==> src/rtl/obi_dma_pkg.sv <==
// ============================================================================
// Module   : obi_dma_pkg
// Purpose  : Shared types and constants for the OBI memory-to-memory DMA engine.
// Revision : 1.0 - initial release
// ============================================================================
`default_nettype none

package obi_dma_pkg;

  typedef enum logic [2:0] {
    ST_IDLE    = 3'd0,
    ST_RD_REQ  = 3'd1,
    ST_RD_WAIT = 3'd2,
    ST_WR_REQ  = 3'd3,
    ST_WR_WAIT = 3'd4,
    ST_DONE    = 3'd5
  } state_t;

  localparam int unsigned WORD_BYTES = 4;
  localparam logic [3:0]  BE_ALL     = 4'hF;

endpackage

`default_nettype wire

==> src/rtl/obi_dma_engine.sv <==
// ============================================================================
// Module   : obi_dma_engine
// Purpose  : Single-outstanding OBI initiator copying len words src -> dst.
//            Optional cycle counter enabled by defining OBI_DMA_PERF_EN.
// Revision : 1.0 - initial release
// ============================================================================
`default_nettype none

module obi_dma_engine
  import obi_dma_pkg::*;
#(
  parameter int LEN_WIDTH = 16
) (
  input  logic                 clk_i,
  input  logic                 rst_ni,
  input  logic                 start_i,
  input  logic [31:0]          src_addr_i,
  input  logic [31:0]          dst_addr_i,
  input  logic [LEN_WIDTH-1:0] len_i,
  output logic                 busy_o,
  output logic                 done_o,
  output logic                 err_o,
  output logic [31:0]          cycles_o,
  output logic                 obi_req,
  output logic                 obi_we,
  output logic [3:0]           obi_be,
  output logic [31:0]          obi_addr,
  output logic [31:0]          obi_wdata,
  input  logic                 obi_gnt,
  input  logic                 obi_rvalid,
  input  logic [31:0]          obi_rdata
);

  state_t               state;
  state_t               state_next;
  logic [31:0]          src_addr;
  logic [31:0]          dst_addr;
  logic [LEN_WIDTH-1:0] remaining;
  logic [31:0]          data_buf;
  logic                 err_flag;
  logic                 misaligned;

  assign misaligned = (src_addr_i[1:0] != 2'b00) || (dst_addr_i[1:0] != 2'b00);

  always_ff @(posedge clk_i or negedge rst_ni) begin
    if (!rst_ni) begin
      state     <= ST_IDLE;
      src_addr  <= '0;
      dst_addr  <= '0;
      remaining <= '0;
      data_buf  <= '0;
      err_flag  <= 1'b0;
    end else begin
      state <= state_next;
      case (state)
        ST_IDLE: begin
          if (start_i) begin
            src_addr  <= src_addr_i;
            dst_addr  <= dst_addr_i;
            remaining <= len_i;
            err_flag  <= misaligned;
          end
        end
        ST_RD_WAIT: begin
          if (obi_rvalid) data_buf <= obi_rdata;
        end
        ST_WR_WAIT: begin
          // Write response retires the word; addresses wrap modulo 2^32.
          if (obi_rvalid) begin
            src_addr  <= src_addr + 32'(WORD_BYTES);
            dst_addr  <= dst_addr + 32'(WORD_BYTES);
            remaining <= remaining - LEN_WIDTH'(1);
          end
        end
        ST_DONE: begin
          err_flag <= 1'b0;
        end
        default: ;
      endcase
    end
  end

  always_comb begin
    state_next = state;
    case (state)
      ST_IDLE: begin
        if (start_i) begin
          if (misaligned || (len_i == '0)) state_next = ST_DONE;
          else                             state_next = ST_RD_REQ;
        end
      end
      ST_RD_REQ:  if (obi_gnt)    state_next = ST_RD_WAIT;
      ST_RD_WAIT: if (obi_rvalid) state_next = ST_WR_REQ;
      ST_WR_REQ:  if (obi_gnt)    state_next = ST_WR_WAIT;
      ST_WR_WAIT: begin
        if (obi_rvalid) begin
          if (remaining == LEN_WIDTH'(1)) state_next = ST_DONE;
          else                            state_next = ST_RD_REQ;
        end
      end
      ST_DONE:    state_next = ST_IDLE;
      default:    state_next = ST_IDLE;
    endcase
  end

  // Bus outputs depend only on state and registers, never on gnt/rvalid.
  always_comb begin
    obi_req   = 1'b0;
    obi_we    = 1'b0;
    obi_be    = 4'h0;
    obi_addr  = '0;
    obi_wdata = '0;
    case (state)
      ST_RD_REQ: begin
        obi_req  = 1'b1;
        obi_be   = BE_ALL;
        obi_addr = src_addr;
      end
      ST_WR_REQ: begin
        obi_req   = 1'b1;
        obi_we    = 1'b1;
        obi_be    = BE_ALL;
        obi_addr  = dst_addr;
        obi_wdata = data_buf;
      end
      default: ;
    endcase
  end

  assign busy_o = (state != ST_IDLE);
  assign done_o = (state == ST_DONE);
  assign err_o  = (state == ST_DONE) && err_flag;

`ifdef OBI_DMA_PERF_EN
  logic [31:0] cycle_cnt;

  always_ff @(posedge clk_i or negedge rst_ni) begin
    if (!rst_ni) begin
      cycle_cnt <= '0;
    end else if (state == ST_IDLE) begin
      if (start_i) cycle_cnt <= '0;
    end else if (cycle_cnt != 32'hFFFF_FFFF) begin
      cycle_cnt <= cycle_cnt + 32'd1;
    end
  end

  assign cycles_o = cycle_cnt;
`else
  assign cycles_o = '0;
`endif

endmodule

`default_nettype wire

==> config.mk <==
export PLATFORM = sky130hd
export DESIGN_NAME = obi_dma_engine
export DESIGN_NICKNAME = d
export VERILOG_FILES = /design/src/rtl/obi_dma_pkg.sv /design/src/rtl/obi_dma_engine.sv
export SDC_FILE = /design/constraint.sdc
export NUM_CORES = 1
export LEC_CHECK = 0
export BUFFER_PORTS_ARGS = -buffer_cell sky130_fd_sc_hd__buf_4
export CAP_MARGIN = 5
export CORE_ASPECT_RATIO = 1.25
export CORE_MARGIN = 4
export CORE_UTILIZATION = 25
export DETAILED_ROUTE_END_ITERATION = 12
export HOLD_SLACK_MARGIN = 0.15
export SLEW_MARGIN = 10
export SYNTH_ARGS = -nofsm -noshare
export SYNTH_HDL_FRONTEND = slang
export SYNTH_SLANG_ARGS = --single-unit
==> constraint.sdc <==
create_clock -name clk_i -period 1.9 [get_ports clk_i]
set_input_delay 0.285 -clock clk_i [delete_from_list [all_inputs] [get_ports clk_i]]
set_output_delay 0.285 -clock clk_i [all_outputs]
set_load 0.02 [all_outputs]
After elaboration in Yosys (flattened, before gate mapping)

Index checks and enable logic that the tools add are counted.

Bits of input ports: 117
Output and inout port bits: 105
Logic and storage cells: 59
Register bits after elaboration: 116

$add $sub $neg: 3
Eq/ne operators: 11
Multiplexer cells: 24
Reduce and logical (&&, ||, !) cells: 15

Operators by type and width:

| operator                                                                | number |
|---|---|
| 32-bit case mux with 2 select lines                                     | 3 |
| 32-bit 2-to-1 mux                                                       | 5 |
| 32-bit by 3-bit adder with 32-bit output (second input constant)        | 2 |
| 16-bit 2-to-1 mux                                                       | 2 |
| 16-bit case mux with 2 select lines                                     | 1 |
| 3-bit 2-to-1 mux                                                        | 7 |
| 16-bit by 1-bit equality test with 1-bit output (second input constant) | 1 |
| 16-bit logical NOT                                                      | 1 |
| 16-bit by 1-bit subtractor with 16-bit output (second input constant)   | 1 |
| 3-bit case mux with 5 select lines                                      | 1 |
| 2-bit != test (second input constant)                                   | 5 |
| 2-bit nonzero test                                                      | 4 |
| 3-bit by 2-bit equality test with 1-bit output (second input constant)  | 2 |
| 3-bit equality test (second input constant)                             | 2 |
| 5-bit AND reduction                                                     | 1 |
| 4-bit 2-to-1 mux                                                        | 1 |
| 2-bit AND reduction                                                     | 2 |
| 3-bit by 1-bit equality test with 1-bit output (second input constant)  | 1 |
| 3-bit logical NOT                                                       | 1 |
| 1-bit 2-to-1 mux                                                        | 3 |
| 3-bit AND reduction                                                     | 1 |
| 3-bit nonzero test                                                      | 1 |
| 1-bit logical OR                                                        | 2 |
| 1-bit case mux with 2 select lines                                      | 1 |
| other kinds (2)                                                         | 2 |

Logic depth before layout (Yosys ltp)

Gate-level depths: netlist of the first run.

Depth in word-level cells: 6
Mapped depth: 8
Gate-level depth less buffers: 7

Worst setup path after synthesis of the first run

OpenSTA, ideal clock, no wires.

Kind: register -> register
Start: register remaining[0]
End: register remaining[12]
Setup time: 0.121 ns
Data required time: 1.779 ns
Setup slack: -0.107 ns
Cell stages (with the launch flop): 8
Period minus slack after synthesis: 2.007 ns
Arrival time: 1.885 ns
Path buffers: 0
Path through: dfrtp_1 -> inv_1 -> ha_1 -> or3b_2 -> or3_1 -> nor3_1 -> a31oi_1 -> o22a_1

Word-level cells in the longest chain between the ends: 3

Ends and longest elaborated chain:

| item                                          | RTL line             | source |
|---|---|---|
| start: declaration                            | obi_dma_engine.sv:38 | `logic [LEN_WIDTH-1:0] remaining;` |
| start signal: assignment                      | obi_dma_engine.sv:60 | `remaining <= len_i;` |
| start signal: assignment                      | obi_dma_engine.sv:72 | `remaining <= remaining - LEN_WIDTH'(1);` |
| 16-bit by 1-bit subtractor with 16-bit output | obi_dma_engine.sv:72 |  |
| 16-bit 2-to-1 mux                             | obi_dma_engine.sv:69 | `if (obi_rvalid) begin` |
| 16-bit case mux with 2 select lines           | obi_dma_engine.sv:55 | `case (state)` |

No other way between the ends. The select of a mux whose other input is x is not followed.
A chain may end at the register's enable or synchronous reset.

Worst setup path in the final report of the first run

Start: register state[1]
End: output obi_addr[24]

Word-level cells in the longest chain between the ends: 2
Elaborated cells on any way between the ends: 3
Those cells by class: eq/ne: 2; mux: 1

Ends and longest elaborated chain:

| item                                                                                                                    | RTL line              | source |
|---|---|---|
| start: declaration                                                                                                      | obi_dma_engine.sv:34  | `state_t state;` |
| start signal: assignment                                                                                                | obi_dma_engine.sv:54  | `state <= state_next;` |
| 3-bit by 2-bit equality test with 1-bit output / 3-bit by 1-bit equality test with 1-bit output (equally long branches) | obi_dma_engine.sv:113 | `case (state)` |
| 32-bit case mux with 2 select lines (*)                                                                                 | obi_dma_engine.sv:113 |  |
| end: declaration                                                                                                        | obi_dma_engine.sv:27  | `output logic [31:0] obi_addr,` |

Every way passes the cells marked *; elsewhere a longest branch is shown, timed or not.

==> qor.yml, run 1 <==
status:
  status: "complete, but fails checks"
  violations: "setup timing"
synth:
  ys.flop_type: "dfrtp_1"
  synth_compound_area_frac: 0.181
  ys_seq_elements: 116
  async_reset_ff_frac: 1.00
  synth_top_family_by_area: "simple AND/OR/NAND/NOR gates"
  synth_top_cell_by_area: "dfrtp_1"
  synth_cell_type_count: 69
  synth_xor_area_frac: 0.00230
  synth.area.top_cells: "dfrtp_1 38%, mux2_2 4.9%, nor2_1 4.3%, a21oi_1 4.3%, mux2i_1 4.2%"
  syn_area_per_cell_um2: 8.66
  synth_mux_area_frac: 0.0909
  yosys_warnings: 0
  synth_top_area_frac: 0.381
  ys_seq_area_frac: 0.381
  synth_fa_ha_area_frac: 0.00657
  synth-edff-count: 0
  yosys.area_share.simple: 0.240
  syn_inst: 879
  syn-cell-area_um2: 7610
global_routing:
  grt_pass1_vias: 7719
  grt_max_degree: 59
  grt_overflow: 0
  grtUsageTotal: 0.166
  grt_pass1_wl_um: 43600
  antenna_found_initial: 1
power_and_ir_drop:
  p_int_w: 0.0104
  p_clk_frac: 0.182
  comb_power_share: 0.551
  seq_power_share: 0.267
  swShare: 0.425
  ir_drop_uv: 840
  powerDensity_nw_per_um2: 1580
  design_power_total_w: 0.0181
  switchingPower_w: 0.00770
  p_leak_nw: 5.07
critical_path:
  r2r-end: "remaining[12]$_DFFE_PN0P_"
  r2r_cells: 7
  crit_chain: "buf_12, mux2i_1, nor2_1, buf_4"
  arrival_ps: 1690
  startpoint_type: "flip-flop"
  end_kind: "output pin"
  required_ps: 1620
  cpMaxStageDelayCell: "dfrtp_2"
  r2r_slack_ps: 20
  path_class: "reg2out"
  worstReg2RegStart: "remaining[1]$_DFFE_PN0P_"
  worstPathMaxFanout: 20
  max_stage_delay_ps: 460
timing:
  fin_skew_ps: 12.9
  slew_viol_final: 0
  rsz0062_at_grt: "true"
  final_hold_viol_count: 0
  tns_ps: -509
  setup_viol: 15
  slew_headroom: 0.587
  tightest_slew_ps: 614
  period_needed_ps: 1980
  fin_ws_ps: -75.6
  fin_crit_sh: 1.04
  max_clock_freq_mhz: 506
worst_hold_path:
  hold_path_class: "in2reg"
  min_to: "src_addr[18]$_DFFE_PN0P_"
  hold_start: "src_addr_i[18]"
  hold_depth: 3
clocking:
  h-tree-depth: 4
  clk_pin_slew_ps: 60
  cts_inserted_buffers: 17
  cts_root_buf: "clkbuf_16"
  numClockSinks: 116
  clk_latency_ps: 420
  cts_tree: "yes"
  cts.path.max_buffers: 2
finish:
  drive_gt1_frac: 0.365
  area_growth_pct: 50.9
  num_antenna_cells: 0
  fin_nets: 1290
  fill_cells: 2999
  layout.cells.non_filler: 1582
detailed_routing:
  drc: 0
  vias: 7907
  routed_wirelength_um: 28800
  ant_nets: 0
  wl_per_cell_um: 18.2
  first_pass_iters: 5
  drtIter0Drc: 453
  vias_per_cell: 5.00
placed_design:
  port_buffers: 189
  dpl.hpwl_um: 20800
  gp_congestion: 0.859
  dp_cells: 1487
floorplanning:
  die_area_um2: 33300
  fp.dieW_um: 164
  die_h_um: 203
  core_um2: 30100
  start_util: 0.253
  io-pin-count: 222
  num_rows: 71
flow_run:
  drv_cap: 0
## registers in the layout, summed over array words and instances, names as in the netlist
signal / cells
src_addr: 32
state: 3
dst_addr: 32
remaining: 16
err_flag: 1
data_buf: 32
## power by group through the flow
stage	clock network, W	registers (W)	logic, W
after floorplan	0	0.00454	0.00565
after detailed placement	0	0.00478	0.00901
after global placement	0	0.00473	0.00891
final	0.00329	0.00483	0.00999
after CTS	0.00336	0.00475	0.00954
after global routing	0.00347	0.00499	0.0108
## kinds of logic after synthesis
group                      count (synthesis)
other                                      1
adders and majority gates                  4
AOI/OAI and AO/OA                        212
DFF                                      116
xor gates and xnor gates                   2
muxes                                     65
buffers and inverters                    128
and+or+nand+nor                          351
## per-layer routing
layer | global-route usage | part of all wire | vias up
met3 | 0.0374 | 0.077 | 28
met5 | 0 | 0.00069 | -
met4 | 0.0464 | 0.016 | 2
met2 | 0.282 | 0.49 | 319
li1 | - | - | 3747
met1 | 0.212 | 0.42 | 3811
## placed cells by master (no fill, tap or decap), drive strengths merged, types with 3 or more instances in the layout
master,instances
a211oi,8
a21boi,4
a21oi,65
a22oi,8
a2bb2oi,8
a31oi,7
a41oi,7
and2,5
and3,46
and4,4
buf,298
bufinv,3
clkbuf,23
clkinv,4
conb,32
dfrtp,116
dlygate4sd3,53
ha,4
inv,16
mux2,33
mux2i,32
nand2,67
nand2b,4
nand3,48
nand4,21
nor2,88
nor3,29
nor3b,5
nor4,15
o211ai,3
o21a,5
o21ai,36
o22a,11
o22ai,20
o2bb2ai,3
o32ai,5
or3,5
or4,6
## final cells by class
type                       count  area (um2)  area share
clock inverter                 9         129      0.0112
clock buffer                  22         464      0.0404
multi-input combinational    666        4390       0.382
tap                          401         502      0.0437
inverter                      16        67.6     0.00588
timing repair buffer         352        3030       0.264
sequential                   116        2910       0.253
## worst max-delay path: cells and delay by family (launching register included)
| family | cells | cell delay [ps] |
|---|---|---|
| and+or+nand+nor | 1 | 80 |
| buffers and inverters | 2 | 400 |
| DFF | 1 | 460 |
| muxes | 1 | 340 |
## cells in the mapped netlist, drive strengths merged (15+ instances only)
cell type  count
dfrtp        116
nor2          88
buf           69
nand2         67
a21oi         65
nand3         48
and3          46
clkbuf        43
o21ai         36
mux2          33
mux2i         32
nor3          29
nand4         21
o22ai         20
inv           16
nor4          15
## stage by stage
stage / area, um2 / util / hold slack [ps] / setup slack (ps)
CTS: 11200 / 0.372 / 152 / -76.5
detailed placement: 9890 / 0.328 / 247 / -73.2
floorplan: 7740 / - / -10.6 / 6.48
global placement: 9890 / 0.328 / 247 / 21.0
finish: 11500 / 0.382 / 162 / -75.6
global route: 11500 / 0.382 / 156 / -109
## worst max-delay path by stage
| stage | startpoint | endpoint | slack [ps] | cells past startpoint |
|---|---|---|---|---|
| 2_1_floorplan | state[1]$_DFFE_PN0P_ | obi_addr[10] | 6 | 5 |
| 3_3_place_gp | remaining[1]$_DFFE_PN0P_ | remaining[12]$_DFFE_PN0P_ | 20 | 7 |
| 3_5_place_dp | remaining[1]$_DFFE_PN0P_ | remaining[12]$_DFFE_PN0P_ | -70 | 7 |
| 4_1_cts | state[1]$_DFFE_PN0P_ | err_o | -80 | 4 |
| 5_1_grt | state[1]$_DFFE_PN0P_ | obi_addr[20] | -110 | 4 |
| 6_report | state[1]$_DFFE_PN0P_ | obi_addr[24] | -80 | 4 |
## what timing repair did
action,4_1_cts,5_1_grt
pin swaps,5,12
gates resized for setup,25,51
endpoints found under the setup margin,63,77
gates cloned,2,1
endpoints found under the hold margin,74,0
hold buffers,53,0
setup buffers,5,3
No activity file was read; power rests on OpenSTA's default activity.
==> run 2: changes to the inputs <==
--- a/config.mk
+++ b/config.mk
@@ -5,6 +5,7 @@
 export SDC_FILE = /design/constraint.sdc
 export NUM_CORES = 1
 export LEC_CHECK = 0
+export ABC_AREA = 1
 export BUFFER_PORTS_ARGS = -buffer_cell sky130_fd_sc_hd__buf_4
 export CAP_MARGIN = 5
 export CORE_ASPECT_RATIO = 1.25
==> qor.yml, run 2 <==
placed_design:
  gp_congestion: 0.935
  dpl.hpwl_um: 23500
  port_buffers: 189
worst_hold_path:
  hold_start: "obi_rdata[4]"
  hold_depth: 3
  hold_path_class: "in2reg"
  min_to: "data_buf[4]$_DFFE_PN0P_"
synth:
  ys.flop_type: "dfrtp_1"
  synth-edff-count: 0
  ys_seq_area_frac: 0.354
  syn_inst: 1293
  synth_most_common_cell: "nand2_1"
  syn-cell-area_um2: 8210
  syn_area_per_cell_um2: 6.35
  synth_top_area_frac: 0.354
  synth_common_cells: "393 x nand2_1, 203 x nor2_1, 146 x inv_1"
  ys_seq_elements: 116
  synth_cell_type_count: 38
  yosys_warnings: 0
  async_reset_ff_frac: 1.00
  synth.area.top_cells: "dfrtp_1 35%, nand2_1 18%, nor2_1 9.3%, inv_1 6.7%, nand3_1 6.2%"
  synth_top_cell_by_area: "dfrtp_1"
floorplanning:
  core_um2: 32200
  fp.dieW_um: 170
  start_util: 0.255
  die_h_um: 211
  io-pin-count: 222
  num_rows: 73
  die_area_um2: 35800
timing:
  timing.hold.ws_ps: 150
  final_hold_viol_count: 0
  period_needed_ps: 2040
  tightest_slew_ps: 619
  max_clock_freq_mhz: 490
  setup_viol: 51
  rsz0062_at_grt: "true"
  fin_crit_sh: 1.08
  slew_headroom: 0.587
  fin_skew_ps: 11.0
  fin_ws_ps: -143
  slew_viol_final: 0
global_routing:
  grt_pass1_wl_um: 48800
  grt_max_degree: 70
  grt_pass1_vias: 9066
  grt_overflow: 0
  antenna_found_initial: 0
  grtUsageTotal: 0.173
finish:
  num_antenna_cells: 0
  final_common_cell: "nand2_1"
  top_regs: "data_buf x32, dst_addr x32, src_addr x32"
  fin_nets: 1662
  area_growth_pct: 43.8
  final_core_util: 0.367
  layout_common_cells: "389 x nand2_1, 188 x buf_4, 182 x nor2_1"
  drive_gt1_frac: 0.228
  fill_cells: 3424
critical_path:
  worstReg2RegStart: "src_addr[6]$_DFFE_PN0P_"
  r2r_cells: 9
  r2r_slack_ps: 120
  r2r-end: "src_addr[29]$_DFFE_PN0P_"
  path_class: "reg2out"
  worstPathMaxFanout: 6
  startpoint_type: "flip-flop"
  end_kind: "output pin"
  required_ps: 1620
  arrival_ps: 1760
clocking:
  numClockSinks: 116
  cts_tree: "yes"
  clk_pin_slew_ps: 60
  cts_inserted_buffers: 17
  cts.path.max_buffers: 2
  clk_latency_ps: 430
  h-tree-depth: 4
  cts_root_buf: "clkbuf_16"
detailed_routing:
  drtIter0Drc: 573
  drc: 0
  wl_per_cell_um: 16.1
  vias: 9119
  first_pass_iters: 5
  vias_per_cell: 4.64
  routed_wirelength_um: 31600
  ant_nets: 0
flow_run:
  drv_cap: 0
status:
  violations: "setup timing"
  status: "complete, but fails checks"
power_and_ir_drop:
  ir_drop_uv: 707
  powerDensity_nw_per_um2: 1510
  p_leak_nw: 5.72
  design_power_total_w: 0.0179
## run 2: cell types whose count changed after synthesis, sizes merged, moves of 14 or more
| cell | before | now |
|---|---|---|
| o21ai | 36 | 89 |
| nand2 | 67 | 397 |
| mux2 | 33 | 4 |
| clkbuf | 43 | 11 |
| and3 | 46 | 0 |
| or2 | 1 | 15 |
| o22ai | 20 | 37 |
| nor3 | 29 | 1 |
| nand3 | 48 | 102 |
| mux2i | 32 | 0 |
| inv | 16 | 150 |
| nor2 | 88 | 209 |
## run 2: cell families (layout without fill, tap and decap cells)
| logic type | count (synthesis) | in the layout | share of synthesized area |
|---|---|---|---|
| compound gates | 190 | 190 | 0.123 |
| xor+xnor | 4 | 4 | 0.00427 |
| fa+ha+maj | 4 | 4 | 0.00610 |
| buf+inv | 236 | 466 | 0.138 |
| flops | 116 | 116 | 0.354 |
| mux | 4 | 4 | 0.00549 |
| other cells | 1 | 32 | 0.000457 |
| simple gates | 738 | 738 | 0.369 |
## run 2: routing by layer
| layer | wire [um] | vias to the layer above | track usage |
|---|---|---|---|
| met5 | 0 | - | 0 |
| met4 | 1210 | 0 | 0.0719 |
| met3 | 1880 | 52 | 0.0355 |
| met2 | 15300 | 323 | 0.291 |
| met1 | 13300 | 4220 | 0.215 |
| li1 | - | 4524 | - |
## run 2: critical path: stages (launching register included)
cell and delay, ps:
dfrtp_1 410, nor2_4 170, nand2_4 90, buf_12 150, buf_16 150, o22ai_4 200
buf_6 150
## run 2: layout make-up
class	instances	area (um2)	share of cell area
clock buffers	19	433	0.0367
multi-input cells	972	4660	0.395
repair buffers	283	2590	0.219
clock inverters	13	135	0.0114
well taps	412	515	0.0437
flip-flops and latches	116	2900	0.246
inverters	151	571	0.0483
## run 2: timing repair
action / 4_1_cts / 5_1_grt
resized for setup: 83 / 38
hold endpoints to repair: 158 / 0
hold buffers: 43 / 0
cloned: 4 / 1
buffers inserted: 7 / 1
pin swaps: 5 / 7
setup endpoints to repair: 65 / 65
## run 2: where the power goes
group,total (W),internal (W),switching (W)
clock network,0.00318,0.00192,0.00126
logic,0.00989,0.00382,0.00607
registers,0.00478,0.00366,0.00112
## run 2: how the worst max path moves through the flow
stage	depth (start not counted)	slack [ps]	to	from
floorplan	5	-0.2	obi_wdata[21]	state[2]$_DFFE_PN0P_
global placement	10	170	dst_addr[26]$_DFFE_PN0P_	dst_addr[2]$_DFFE_PN0P_
detailed placement	6	150	obi_addr[14]	state[0]$_DFFE_PN0P_
CTS	7	-170	obi_addr[16]	state[0]$_DFFE_PN0P_
global route	6	-210	obi_addr[20]	state[2]$_DFFE_PN0P_
finish	6	-140	obi_addr[16]	state[2]$_DFFE_PN0P_
## run 2: metrics by stage
stage	TNS, ps	std cells	setup WS, ps	instance area [um2]
floorplan	-1.68	1324	-0.168	8320
global placement	0	1878	166	10100
CTS	-4170	1964	-170	11600
detailed placement	0	1878	154	10100
global route	-7750	1966	-212	11800
finish	-3520	1966	-143	11800
==> run 3: changes to the inputs <==
--- a/config.mk
+++ b/config.mk
@@ -12,6 +12,7 @@
 export CORE_MARGIN = 4
 export CORE_UTILIZATION = 25
 export DETAILED_ROUTE_END_ITERATION = 12
+export GPL_TIMING_DRIVEN = 0
 export HOLD_SLACK_MARGIN = 0.15
 export SLEW_MARGIN = 10
 export SYNTH_ARGS = -nofsm -noshare
==> qor.yml, run 3 (synthesis results as in run 2) <==
status:
  status: "complete, but fails checks"
  violations: "setup timing"
finish:
  fill_cells: 3449
  top_regs: "data_buf x32, dst_addr x32, src_addr x32"
  fin_nets: 1722
  num_antenna_cells: 0
  drive_gt1_frac: 0.257
  area_growth_pct: 50.8
  layout.cells.non_filler: 2026
  final_core_util: 0.385
  final_common_cell: "nand2_1"
  layout_common_cells: "386 x nand2_1, 208 x buf_4, 186 x nor2_1"
placed_design:
  dpl.hpwl_um: 26800
  gp_congestion: 0.963
  port_buffers: 189
  dp_cells: 1926
  pre_cts_slack_ps: -629
clocking:
  numClockSinks: 116
  clk_latency_ps: 430
  cts_tree: "yes"
  clk_pin_slew_ps: 60
  cts.path.max_buffers: 2
  h-tree-depth: 4
  cts_inserted_buffers: 17
  cts_root_buf: "clkbuf_16"
critical_path:
  crit_start: "state[2]$_DFFE_PN0P_"
  end_kind: "output pin"
  required_ps: 1620
  path_class: "reg2out"
  worstPathMaxFanout: 6
  arrival_ps: 1810
  r2r_slack_ps: 90
  worstReg2RegStart: "src_addr[2]$_DFFE_PN0P_"
  startpoint_type: "flip-flop"
power_and_ir_drop:
  swShare: 0.484
  p_clk_frac: 0.165
  design_power_total_w: 0.0189
  comb_power_share: 0.579
  ir_drop_uv: 758
  powerDensity_nw_per_um2: 1520
  p_leak_nw: 5.98
  switchingPower_w: 0.00912
  p_int_w: 0.00974
  seq_power_share: 0.255
detailed_routing:
  vias: 9503
  drc: 0
  first_pass_iters: 5
  vias_per_cell: 4.69
  drtIter0Drc: 613
  ant_nets: 0
  wl_per_cell_um: 17.5
  routed_wirelength_um: 35400
floorplanning:
  die_area_um2: 35800
  die_h_um: 211
  num_rows: 73
  core_um2: 32200
  start_util: 0.255
  fp.dieW_um: 170
  io-pin-count: 222
global_routing:
  grt_overflow: 0
  grtUsageTotal: 0.193
  grt_pass1_vias: 9351
  grt_max_degree: 83
  grt_pass1_wl_um: 53100
  antenna_found_initial: 0
timing:
  slew_headroom: 0.515
  period_needed_ps: 2090
  timing.hold.ws_ps: 167
  tightest_slew_ps: 728
  fin_crit_sh: 1.10
  max_clock_freq_mhz: 477
  fin_ws_ps: -195
  final_hold_viol_count: 0
  fin_skew_ps: 8.43
  slew_viol_final: 0
  setup_viol: 64
  rsz0062_at_grt: "true"
flow_run:
  drv_cap: 0
worst_hold_path:
  hold_path_class: "in2reg"
  hold_start: "src_addr_i[27]"
run 3: cell count changes in the layout (fill, tap and decap cells not counted), moves of 4 or more:
cell | before | now
buf_6 | 37 | 55
buf_12 | 9 | 4
dlygate4sd3_1 | 43 | 48
nor2_1 | 182 | 186
clkbuf_4 | 0 | 4
o22ai_1 | 14 | 10
buf_2 | 0 | 9
o22ai_2 | 14 | 6
buf_4 | 188 | 208
o22ai_4 | 9 | 21
run 3: routing by layer:
layer	wire (um)	GRT usage	part of all wire	up-vias
li1	-	-	-	4669
met1	15100	0.246	0.43	4463
met2	17200	0.333	0.49	320
met3	1990	0.0276	0.056	51
met4	1060	0.0667	0.030	0
met5	0	0	0	-
run 3: final cells by class:
type	instances	area [um2]	share of cell area
inverters	151	573	0.0463
multi-input cells	973	4790	0.387
clock inverters	13	111	0.00900
flip-flops and latches	116	2910	0.235
repair buffers	257	2310	0.187
plain buffers	85	727	0.0587
clock buffers	19	443	0.0358
well taps	412	515	0.0417
run 3: worst paths after layout:
kind | end | cells past startpoint
min in group asynchronous | dst_addr[22]$_DFFE_PN0P_ | 2
setup reg to reg | src_addr[18]$_DFFE_PN0P_ | 8
setup / recovery | obi_addr[17] | 6
hold / removal | src_addr[27]$_DFFE_PN0P_ | 5
max in group asynchronous | state[2]$_DFFE_PN0P_ | 3
hold reg to reg | dst_addr[31]$_DFFE_PN0P_ | 2
run 3: power groups by stage:
stage,clock network [W],logic (W),registers [W]
6_report,0.00312,0.0109,0.00481
5_1_grt,0.00327,0.0119,0.00496
4_1_cts,0.00318,0.0105,0.00478
3_5_place_dp,0,0.00876,0.00482
3_3_place_gp,0,0.00863,0.00480
2_1_floorplan,0,0.00570,0.00444
run 3: what timing repair did:
| action | in CTS | in global routing |
|---|---|---|
| hold buffers | 48 | 0 |
| pin swaps | 3 | 7 |
| buffers inserted | 10 | 4 |
| cloned | 4 | 2 |
| resized for setup | 132 | 63 |
| hold endpoints to repair | 81 | 0 |
| setup endpoints to repair | 73 | 130 |
run 3: stage by stage:
stage	TNS, ps	area [um2]
6_report	-8050	12400
2_1_floorplan	-1.68	8320
5_1_grt	-11820	12400
3_3_place_gp	-23160	10300
3_5_place_dp	-24380	10300
4_1_cts	-11060	12100
run 3: critical path, stage by stage (launching register included):
cell	delay, ps
dfrtp_2	420
nor2_4	130
buf_12	150
nand2_8	100
clkbuf_16	190
o22ai_4	210
buf_6	150
